[src/rtl/glitch_pulse_gen.sv]
// Glitch pulse generator: serially programmed offset/width/gap/count,
// fires a burst of glitch pulses on a trigger rising edge.
module glitch_pulse_gen #(
  parameter logic [15:0] DEF_OFFSET = 16'd100,
  parameter logic [15:0] DEF_WIDTH  = 16'd4,
  parameter logic [15:0] DEF_GAP    = 16'd8,
  parameter logic [15:0] DEF_COUNT  = 16'd1
) (
  input  logic sc_clk,
  input  logic sc_reset,
  input  logic trigger,
  input  logic prog_clk,
  input  logic prog_io,
  input  logic prog_reset,
  output logic glitch_out,
  output logic busy,
  output logic done,
  output logic led_out
);

  typedef enum logic [2:0] {
    S_IDLE, S_DELAY, S_PULSE, S_GAP, S_DONE, S_LOCK
  } state_t;

  logic [1:0]  r_pclk_s, r_pio_s, r_prst_s;
  logic        r_pclk_d;
  logic [4:0]  r_bitcnt;
  logic [16:0] r_shift;
  logic [15:0] r_offset, r_width, r_gap, r_count;
  logic        w_pedge;
  logic [17:0] w_frame;
  logic [15:0] w_data;

  assign w_pedge = r_pclk_s[1] & ~r_pclk_d;
  assign w_frame = {r_shift, r_pio_s[1]};

  // data arrives LSB first, so the low 16 frame bits are reversed
  always_comb begin
    w_data = '0;
    for (int i = 0; i < 16; i++)
      w_data[i] = w_frame[15-i];
  end

  always_ff @(posedge sc_clk or negedge sc_reset) begin
    if (!sc_reset) begin
      r_pclk_s <= '0;
      r_pio_s  <= '0;
      r_prst_s <= '0;
      r_pclk_d <= 1'b0;
    end else begin
      r_pclk_s <= {r_pclk_s[0], prog_clk};
      r_pio_s  <= {r_pio_s[0], prog_io};
      r_prst_s <= {r_prst_s[0], prog_reset};
      r_pclk_d <= r_pclk_s[1];
    end
  end

  always_ff @(posedge sc_clk or negedge sc_reset) begin
    if (!sc_reset) begin
      r_bitcnt <= '0;
      r_shift  <= '0;
      r_offset <= DEF_OFFSET;
      r_width  <= DEF_WIDTH;
      r_gap    <= DEF_GAP;
      r_count  <= DEF_COUNT;
    end else if (!r_prst_s[1]) begin
      r_bitcnt <= '0;
      r_shift  <= '0;
    end else if (w_pedge && r_bitcnt != 5'd18) begin
      r_shift  <= w_frame[16:0];
      r_bitcnt <= r_bitcnt + 5'd1;
      if (r_bitcnt == 5'd17) begin
        unique case (w_frame[17:16])
          2'd0: r_offset <= w_data;
          2'd1: r_width  <= w_data;
          2'd2: r_gap    <= w_data;
          2'd3: r_count  <= w_data;
        endcase
      end
    end
  end

  state_t      r_state, w_state;
  logic [15:0] r_cnt, w_cnt, r_pcnt, w_pcnt;
  logic [15:0] r_sh_w, w_sh_w, r_sh_g, w_sh_g;
  logic        r_trig_d, r_glitch, w_glitch;
  logic        r_busy, r_done;
  logic [15:0] w_wm1, w_gm1;
  logic        w_trig_rise;

  assign w_trig_rise = trigger & ~r_trig_d;
  assign w_wm1 = (r_sh_w == 16'd0) ? 16'd0 : r_sh_w - 16'd1;
  assign w_gm1 = (r_sh_g == 16'd0) ? 16'd0 : r_sh_g - 16'd1;

  always_comb begin
    w_state  = r_state;
    w_cnt    = r_cnt;
    w_pcnt   = r_pcnt;
    w_sh_w   = r_sh_w;
    w_sh_g   = r_sh_g;
    w_glitch = 1'b0;
    unique case (r_state)
      S_IDLE: begin
        if (w_trig_rise) begin
          w_state = S_DELAY;
          w_cnt   = r_offset;
          w_pcnt  = (r_count == 16'd0) ? 16'd1 : r_count;
          w_sh_w  = r_width;
          w_sh_g  = r_gap;
        end
      end
      S_DELAY: begin
        if (r_cnt == 16'd0) begin
          w_state  = S_PULSE;
          w_glitch = 1'b1;
          w_cnt    = w_wm1;
        end else begin
          w_cnt = r_cnt - 16'd1;
        end
      end
      S_PULSE: begin
        w_glitch = 1'b1;
        if (r_cnt != 16'd0) begin
          w_cnt = r_cnt - 16'd1;
        end else if (r_pcnt > 16'd1) begin
          w_state  = S_GAP;
          w_glitch = 1'b0;
          w_cnt    = w_gm1;
          w_pcnt   = r_pcnt - 16'd1;
        end else begin
          w_state  = S_DONE;
          w_glitch = 1'b0;
        end
      end
      S_GAP: begin
        if (r_cnt == 16'd0) begin
          w_state  = S_PULSE;
          w_glitch = 1'b1;
          w_cnt    = w_wm1;
        end else begin
          w_cnt = r_cnt - 16'd1;
        end
      end
      S_DONE: w_state = S_LOCK;
      S_LOCK: if (!trigger) w_state = S_IDLE;
      default: w_state = S_IDLE;
    endcase
  end

  always_ff @(posedge sc_clk or negedge sc_reset) begin
    if (!sc_reset) begin
      r_state  <= S_IDLE;
      r_cnt    <= '0;
      r_pcnt   <= '0;
      r_sh_w   <= '0;
      r_sh_g   <= '0;
      r_glitch <= 1'b0;
      r_busy   <= 1'b0;
      r_done   <= 1'b0;
      // a trigger already high at release must not count as an edge
      r_trig_d <= 1'b1;
    end else begin
      r_state  <= w_state;
      r_cnt    <= w_cnt;
      r_pcnt   <= w_pcnt;
      r_sh_w   <= w_sh_w;
      r_sh_g   <= w_sh_g;
      r_glitch <= w_glitch;
      r_busy   <= (w_state != S_IDLE);
      r_done   <= (w_state == S_DONE);
      r_trig_d <= trigger;
    end
  end

  assign glitch_out = r_glitch;
  assign busy       = r_busy;
  assign done       = r_done;
  assign led_out    = r_busy;

endmodule

[config.mk]
export PLATFORM = sky130hd
export DESIGN_NAME = glitch_pulse_gen
export DESIGN_NICKNAME = d
export VERILOG_FILES = /design/src/rtl/glitch_pulse_gen.sv
export SDC_FILE = /design/constraint.sdc
export NUM_CORES = 1
export LEC_CHECK = 0
export BUFFER_PORTS_ARGS = -buffer_cell sky130_fd_sc_hd__buf_2
export CAP_MARGIN = 10
export CORE_MARGIN = 1
export CORE_UTILIZATION = 55
export DETAILED_ROUTE_END_ITERATION = 8
export PLACE_DENSITY = 0.71
export SLEW_MARGIN = 20
export SYNTH_ARGS = -nofsm -noshare
export SYNTH_HDL_FRONTEND = slang
export SYNTH_SLANG_ARGS = --single-unit
[constraint.sdc]
create_clock -name sc_clk -period 6.2 [get_ports sc_clk]
set_input_delay 1.86 -clock sc_clk [delete_from_list [all_inputs] [get_ports sc_clk]]
set_output_delay 1.86 -clock sc_clk [all_outputs]
set_load 0.03 [all_outputs]
# After elaboration in Yosys (flattened, before gate mapping)
# Cells that the tools add are included.
# word_totals
input_bits,6
regBits,164
output_inout_bits,4
elab_cells,89
# classes
magnitude_cmp,1
addsub,5
n_mux,25
n_bitwise,4
n_eq_ne,16
n_reduce_logical,19
# op_table
op,n
$mux W16,10
$logic_not A16 Y1,4
$sub A16 B1 Y16 const B,4
$pmux W16 S3,1
$mux W17,2
$pmux W16 S2,1
$reduce_and A4 Y1,5
$gt A16 B1 Y1 const B,1
$reduce_bool A16 Y1,1
$mux W3,5
$pmux W3 S5,1
$mux W5,2
$eq A3 B3 Y1 const B,3
$eq A3 B2 Y1 const B,2
$ne A2 B2 Y1 const B,3
$reduce_bool A3 Y1,2
$add A5 B1 Y5 const B,1
$eq A5 B5 Y1 const B,1
$ne A5 B5 Y1 const B,1
$eq A2 B2 Y1 const B,2
$eq A3 B1 Y1 const B,1
$logic_not A3 Y1,1
$ne A3 B3 Y1 const B,1
$reduce_and A3 Y1,1
11 further kinds,14

# Logic depth before layout (Yosys ltp)
# Gate-level depths: netlist of run 1.
# depth
ltp_word,5
depth_mapped,11
depth_no_buf,8

# Worst setup path after synthesis of run 1
# OpenSTA, ideal clock, no wires.
# synth_timing
path_type,input to register
start,input trigger
end,register r_sh_w[10]
setup_time_ns,0.125
arrival_time_ns,3.253
n_path_buf,2
cell_stages,5
required_ns,6.075
path_slack_ns,2.822
path_cell_list,nand2b_1 > nor4_1 > buf_2 > buf_2 > mux2_2
# synth_via
elab_chain_len,2
# synth_lines
element,line,text
"start, declared",11,"input logic trigger,"
$and A1 B1 Y1,91,assign w_trig_rise = trigger & ~r_trig_d;
$reduce_and A2 Y1 (no source line),--,
"end signal, assigned",166,r_sh_w <= w_sh_w;
"end, declared",85,"logic [15:0] r_sh_w, w_sh_w, r_sh_g, w_sh_g;"
# No other way between the ends.
# A chain may end at the register's enable or synchronous reset.

# Worst setup path in the final report of run 1
# layout_timing
start,input trigger
end,register r_cnt[13]
# layout_via
elab_chain_len,3
# layout_lines
element,line,text
$and A1 B1 Y1,91,
$ne A2 B2 Y1 (no source line),--,
$reduce_and A3 Y1 (no source line),--,
"end signal, assigned",164,r_cnt <= w_cnt;
"end, declared",84,"logic [15:0] r_cnt, w_cnt, r_pcnt, w_pcnt;"
# No other way between the ends.

==> impl_metrics.json, run 1 <==
{
  "slew_viol_final": 0,
  "ant_nets": 0,
  "cp.arrival_ps": 3610,
  "die_area_um2": 15300,
  "multi_input_area_um2": 3730,
  "place_congestion": 0.876,
  "skew_ps": 7.26,
  "numCtsBuffers": 17,
  "grt_pass1_wl_um": 29900,
  "cpMaxStageDelayCell": "a311o_1",
  "clk_latency_ps": 430,
  "r2r_end": "r_cnt[15]$_DFFE_PN0P_",
  "min_delay_path_depth": 0,
  "antenna_found_initial": 0,
  "maxCapViolations": 0,
  "ios": 10,
  "cts_setup_buffers": 0,
  "synth.top_cell.area_share": 0.484,
  "rows": 44,
  "start_util": 0.561,
  "grt_pass1_vias": 5519,
  "setup-violations-final": 0,
  "cts_buffer_depth": 2,
  "antenna_cells": 0,
  "wire_per_inst_um": 19.5,
  "cp_cell_sequence": "buf_2, nand2b_1, nor2_1, nor2_1, a311o_1, a221o_1, o32a_1",
  "dp_hpwl_um": 12600,
  "synth_edf_count": 0,
  "timing_hold_violations_final": 0,
  "areaGrowthSynthToFinish_pct": 8.67,
  "crit_type": "in2reg",
  "worstHoldEndpoint": "r_prst_s[1]$_DFF_PN0_",
  "hold_buffers": 0,
  "min_from": "r_prst_s[0]$_DFF_PN0_",
  "wl_um": 18400,
  "worstSetupStartpointType": "primary input",
  "status": "finished clean",
  "utilization": 0.610,
  "dr.pass1.iters": 6,
  "nets": 764,
  "drt_iter0_markers": 722,
  "crit_top_cell": "nor2_1",
  "fillers": 1195,
  "cts_tree": "done",
  "worstPathMaxFanout": 27,
  "dr_total_vias": 5904,
  "layout_min_cycle_time_ps": 3300,
  "netlist_instances": 753,
  "syn-num-nets": 767,
  "fin_cells": 947,
  "drc": 0,
  "cts_resized": 0,
  "cts_root_buf": "clkbuf_16",
  "ff_latch_area_um2": 4110,
  "max_slew_margin": 0.248,
  "path_clk_slew_ps": 70,
  "ys_types": 72,
  "dp_cells": 915,
  "final_area_um2": 8830,
  "p_leak_nw": 4.03,
  "fp.dieH_um": 124,
  "rsz0062_at_grt": "false",
  "end_kind": "flop",
  "place.port_buffers": 9,
  "globalRoute.totalOverflow": 0,
  "yosys_register_bits": 164,
  "die_x_um": 124,
  "tns_ps": 0,
  "htreeDepth": 4,
  "placed_area_um2": 8240,
  "min_path_type": "reg2reg",
  "syn-cell-area_um2": 8130,
  "synthArstFlopShare": 1.00,
  "reg2reg_depth": 8,
  "yosysSeqAreaShare": 0.506,
  "drive_above_1_share": 0.223,
  "cts_sinks": 164,
  "synth_area_leader_cell": "dfrtp_1",
  "via_per_inst": 6.23,
  "holdWs_ps": 349,
  "yosysWarnings": 0,
  "reg2reg_from": "r_cnt[0]$_DFFE_PN0P_",
  "ir_drop_v": 0.000183,
  "grt_max_degree": 74,
  "cp.required_ps": 6510,
  "ys.flop_type": "dfrtp_1",
  "yosys-top-cells-area": "dfrtp_1 48%, mux2_2 12%, nand2_1 3.6%",
  "track_usage": 0.265,
  "period_share": 0.532,
  "rrSetupSlack_ps": 3020,
  "max_freq_ghz": 0.303,
  "cellPowerDensity_nw_per_um2": 376,
  "tightest_slew_ps": 1120,
  "core_area_um2": 14500,
  "avgSynthCellArea_um2": 10.8,
  "max_stage_delay_ps": 660
}
final cells by class:
class | count | area share
clock buffers | 21 | 0.0544
flip-flops and latches | 164 | 0.466
repair buffers | 15 | 0.0109
inverters | 19 | 0.00808
well taps | 184 | 0.0261
multi-input cells | 533 | 0.422
clock inverters | 11 | 0.0128
worst max-delay path by stage:
stage	depth (start not counted)	slack (ps)	startpoint	end
final	7	2900	trigger	r_cnt[13]$_DFFE_PN0P_
after CTS	7	2910	trigger	r_cnt[13]$_DFFE_PN0P_
after global placement	7	2530	trigger	r_cnt[13]$_DFFE_PN0P_
after floorplan	5	2820	trigger	r_sh_w[10]$_DFFE_PN0P_
after detailed placement	7	2470	trigger	r_cnt[13]$_DFFE_PN0P_
after global routing	7	2740	trigger	r_cnt[13]$_DFFE_PN0P_
placed cells by master, fill, tap and decap left out, types with 3 or more instances in the layout:
master / netlist / layout
a21oi_1: 32 / 32
xnor2_1: 15 / 15
buf_4: 4 / 6
a22oi_1: 8 / 8
a211oi_1: 4 / 4
nand3_1: 6 / 6
dfstp_2: 7 / 7
or2_2: 3 / 3
clkinvlp_4: 0 / 3
dfrtp_1: 157 / 157
inv_6: 0 / 4
clkbuf_8: 2 / 4
nand2b_1: 5 / 5
ha_1: 8 / 8
or3_1: 3 / 3
a21boi_0: 17 / 17
o21ai_0: 46 / 45
buf_2: 13 / 8
a31oi_1: 4 / 4
or4_4: 3 / 3
inv_1: 19 / 19
nor3_1: 23 / 23
o31ai_1: 6 / 6
nand2_1: 78 / 78
nor4_2: 4 / 5
o21ai_1: 9 / 10
clkbuf_16: 0 / 17
a21o_1: 4 / 4
and2_1: 8 / 8
mux2_2: 90 / 90
a221oi_1: 5 / 5
nand4_1: 8 / 8
mux2i_1: 5 / 5
nor4_1: 20 / 19
nor2_1: 47 / 47
xor2_1: 14 / 14
o22ai_1: 10 / 10
metrics by stage:
step / setup slack, ps / power, mW
after floorplan: 2820 / 2.04
after global placement: 2530 / 2.24
after detailed placement: 2470 / 2.26
after CTS: 2910 / 3.31
after global routing: 2740 / 3.50
final: 2900 / 3.32
worst max-delay path: cells and delay by family:
kind | cells | cell delay (ps)
compound gates | 3 | 1320
buf+inv | 1 | 100
simple gates | 3 | 340
synth_stat cells, drive strengths merged (3+ instances only):
cell type	instances
a221oi	5
xnor2	15
a211oi	4
nor4	24
a22oi	8
dfstp	7
xor2	14
o22ai	10
and4	4
a31oi	5
nand2b	5
nor3	25
mux2	90
or4b	3
a21oi	32
buf	21
nand4	8
a21o	4
clkbuf	16
nor2	48
mux2i	5
ha	8
or4	5
o21ai	55
a21boi	17
and2	10
nor4b	3
or3	3
o31ai	6
or2	4
nand3	6
inv	19
dfrtp	157
nand2	79
layer usage:
metal / share of wire / global-route usage / vias up / wire length, µm
met3: 0.059 / 0.0600 / 31 / 1090
met2: 0.45 / 0.387 / 219 / 8340
met5: 0 / 0 / - / 0
met1: 0.46 / 0.386 / 2927 / 8560
li1: - / - / 2727 / -
met4: 0.024 / 0.0896 / 0 / 445
where the power goes:
part           leakage (nW)  total, mW  switching, mW  internal (mW)
logic                  1.54      0.964          0.592          0.371
registers              2.21       1.30          0.129           1.18
clock network         0.285       1.05          0.445          0.603
logic make-up after synthesis:
group                    Yosys count  synth area share
AO/OA/AOI/OAI                    166             0.131
XOR/XNOR                          29            0.0313
adder cells (fa/ha/maj)            8            0.0123
buffers and inverters             56            0.0360
flip-flops                       164             0.506
multiplexers                      95             0.131
AND/OR/NAND/NOR                  235             0.152
registers in the layout, summed over array words and instances (netlist names):
signal	cells
r_prst_s	2
r_pcnt	16
busy	1
r_pclk_d	1
r_sh_w	16
r_trig_d	1
done	1
r_cnt	16
r_pclk_s	2
r_width	16
r_count	16
r_offset	16
r_gap	16
r_bitcnt	5
glitch_out	1
r_sh_g	16
r_pio_s	2
r_state	3
r_shift	17
(Power assumes the default switching activity.)
==> inputs of run 2 (changes only) <==
- clock period: 6.2 -> 3.2 ns (I/O delays scaled with it)
==> run 2 against run 1 <==
  * Via count grew 0.81%
  * Critical endpoint is now r_cnt[4]$_DFFE_PN0P_
  * Largest cell class unchanged
  * Register-to-register slack got worse by 2600 ps
  * First-iteration DRC count is 19% lower
  * Wire length grew 1.9%
==> impl_metrics.json, run 2 (synthesized netlist as in run 1, its figures left out) <==
{
  "start_util": 0.561,
  "swShare": 0.343,
  "cts_sinks": 164,
  "dp_hpwl_um": 13000,
  "end_kind": "flop",
  "dr.pass1.iters": 6,
  "wire_per_inst_um": 19.6,
  "dr_total_vias": 5952,
  "fin_cells": 958,
  "setup-violations-final": 0,
  "p_clk_frac": 0.307,
  "grt_max_degree": 72,
  "worstPathMaxFanout": 19,
  "min_path_type": "reg2reg",
  "die_area_um2": 15300,
  "status": "finished clean",
  "rsz0062_at_grt": "false",
  "share_comb_of_total_power": 0.300,
  "wl_um": 18800,
  "period_share": 0.880,
  "path_clk_slew_ps": 60,
  "die_x_um": 124,
  "hold_buffers": 0,
  "power_switching_mw": 2.20,
  "place_congestion": 0.946,
  "grt_pass1_wl_um": 30500,
  "worstSetupStartpointType": "flop",
  "timing_hold_violations_final": 0,
  "cp.arrival_ps": 3160,
  "tns_ps": 0,
  "layout_common_cells": "157 x dfrtp_1, 90 x mux2_2, 78 x nand2_1, 47 x nor2_1, 45 x o21ai_0",
  "cp.required_ps": 3550,
  "max_slew_margin": 0.357,
  "cts_root_buf": "clkbuf_16",
  "layout_min_cycle_time_ps": 2820,
  "maxCapViolations": 0,
  "crit_type": "reg2reg",
  "antenna_found_initial": 0,
  "drive_above_1_share": 0.229,
  "largest_reg_flops": 17,
  "cts_resized": 0,
  "ir_drop_v": 0.000393,
  "rows": 44,
  "via_per_inst": 6.21,
  "cellPowerDensity_nw_per_um2": 721,
  "clk_latency_ps": 420,
  "nets": 775,
  "core_area_um2": 14500,
  "final_common_cell": "dfrtp_1",
  "top_layer": "met4",
  "areaGrowthSynthToFinish_pct": 9.73,
  "holdWs_ps": 348,
  "tightest_slew_ps": 958,
  "p_leak_nw": 4.08,
  "fp.dieH_um": 124,
  "max_freq_ghz": 0.355,
  "place.port_buffers": 9,
  "cts_tree": "done",
  "ant_nets": 0,
  "numCtsBuffers": 17,
  "wl_met3_um": 1080,
  "wl_met2_um": 8760,
  "top_register": "r_shift",
  "dp_cells": 926,
  "slew_viol_final": 0,
  "cts_buffer_depth": 2,
  "globalRoute.totalOverflow": 0,
  "antenna_cells": 0,
  "htreeDepth": 4,
  "grt_pass1_vias": 5835,
  "track_usage": 0.271,
  "drt_iter0_markers": 582,
  "p_int_mw": 4.22,
  "cts_setup_buffers": 0,
  "ios": 10,
  "drc": 0,
  "skew_ps": 5.60,
  "seqPwrFrac": 0.393,
  "wl_met1_um": 8280
}
-- run 2: cell types whose count changed in the layout (fill, tap and decap cells not counted) --
cell        before  now
buf_4            6   15
clkbuf_1         0    4
clkinv_2         1    4
inv_6            4    1
buf_12           0    2
clkbuf_8         4    2
bufinv_16        1    2
clkinv_4         1    0
clkinvlp_4       3    2
inv_8            1    0
-- run 2: final cells by class --
| class | instances | area, µm² |
|---|---|---|
| inverters | 19 | 71.3 |
| well taps | 184 | 230 |
| fillers | 1160 | 5560 |
| flip-flops and latches | 164 | 4110 |
| clock inverters | 9 | 104 |
| multi-input cells | 533 | 3730 |
| clock buffers | 23 | 468 |
| repair buffers | 26 | 204 |
-- run 2: critical path, cell delays in order (launching register included) --
cell     delay [ps]
dfrtp_1         410
inv_1            90
ha_1            230
nor4b_2         420
and4_4          330
and2_4          300
a311o_1         450
buf_4           280
o21ai_0         110
o21ai_1         100
-- run 2: metal layers --
| metal | vias to the layer above | GRT usage |
|---|---|---|
| met1 | 2993 | 0.357 |
| met4 | 0 | 0.126 |
| met2 | 166 | 0.422 |
| li1 | 2747 | - |
| met3 | 46 | 0.0646 |
| met5 | - | 0 |
-- run 2: path summary, 6_finish.rpt --
check	end	slack, ps	startpoint	cells past startpoint
setup / recovery	r_cnt[4]$_DFFE_PN0P_	380	r_cnt[0]$_DFFE_PN0P_	9
hold / removal	r_prst_s[1]$_DFF_PN0_	350	r_prst_s[0]$_DFF_PN0_	0
setup reg to reg	r_cnt[4]$_DFFE_PN0P_	380	r_cnt[0]$_DFFE_PN0P_	9
hold reg to reg	r_prst_s[1]$_DFF_PN0_	350	r_prst_s[0]$_DFF_PN0_	0
max in group asynchronous	r_offset[5]$_DFFE_PN1P_	1780	sc_reset	2
min in group asynchronous	r_pcnt[10]$_DFFE_PN0P_	540	sc_reset	1
-- run 2: power groups by stage --
stage,Clock (mW),Sequential (mW),Combinational (mW)
global route,2.10,2.55,2.15
floorplan,0,2.49,1.46
finish,1.97,2.53,1.93
global placement,0,2.54,1.85
detailed placement,0,2.55,1.90
CTS,2.01,2.52,1.91
-- run 2: stage by stage --
stage	power, mW	area (µm²)	setup slack (ps)	util
after CTS	6.44	8920	403	0.616
final	6.43	8920	383	0.616
after floorplan	3.95	8130	722	-
after global placement	4.40	8340	576	0.576
after global routing	6.81	8920	173	0.616
after detailed placement	4.45	8340	403	0.576
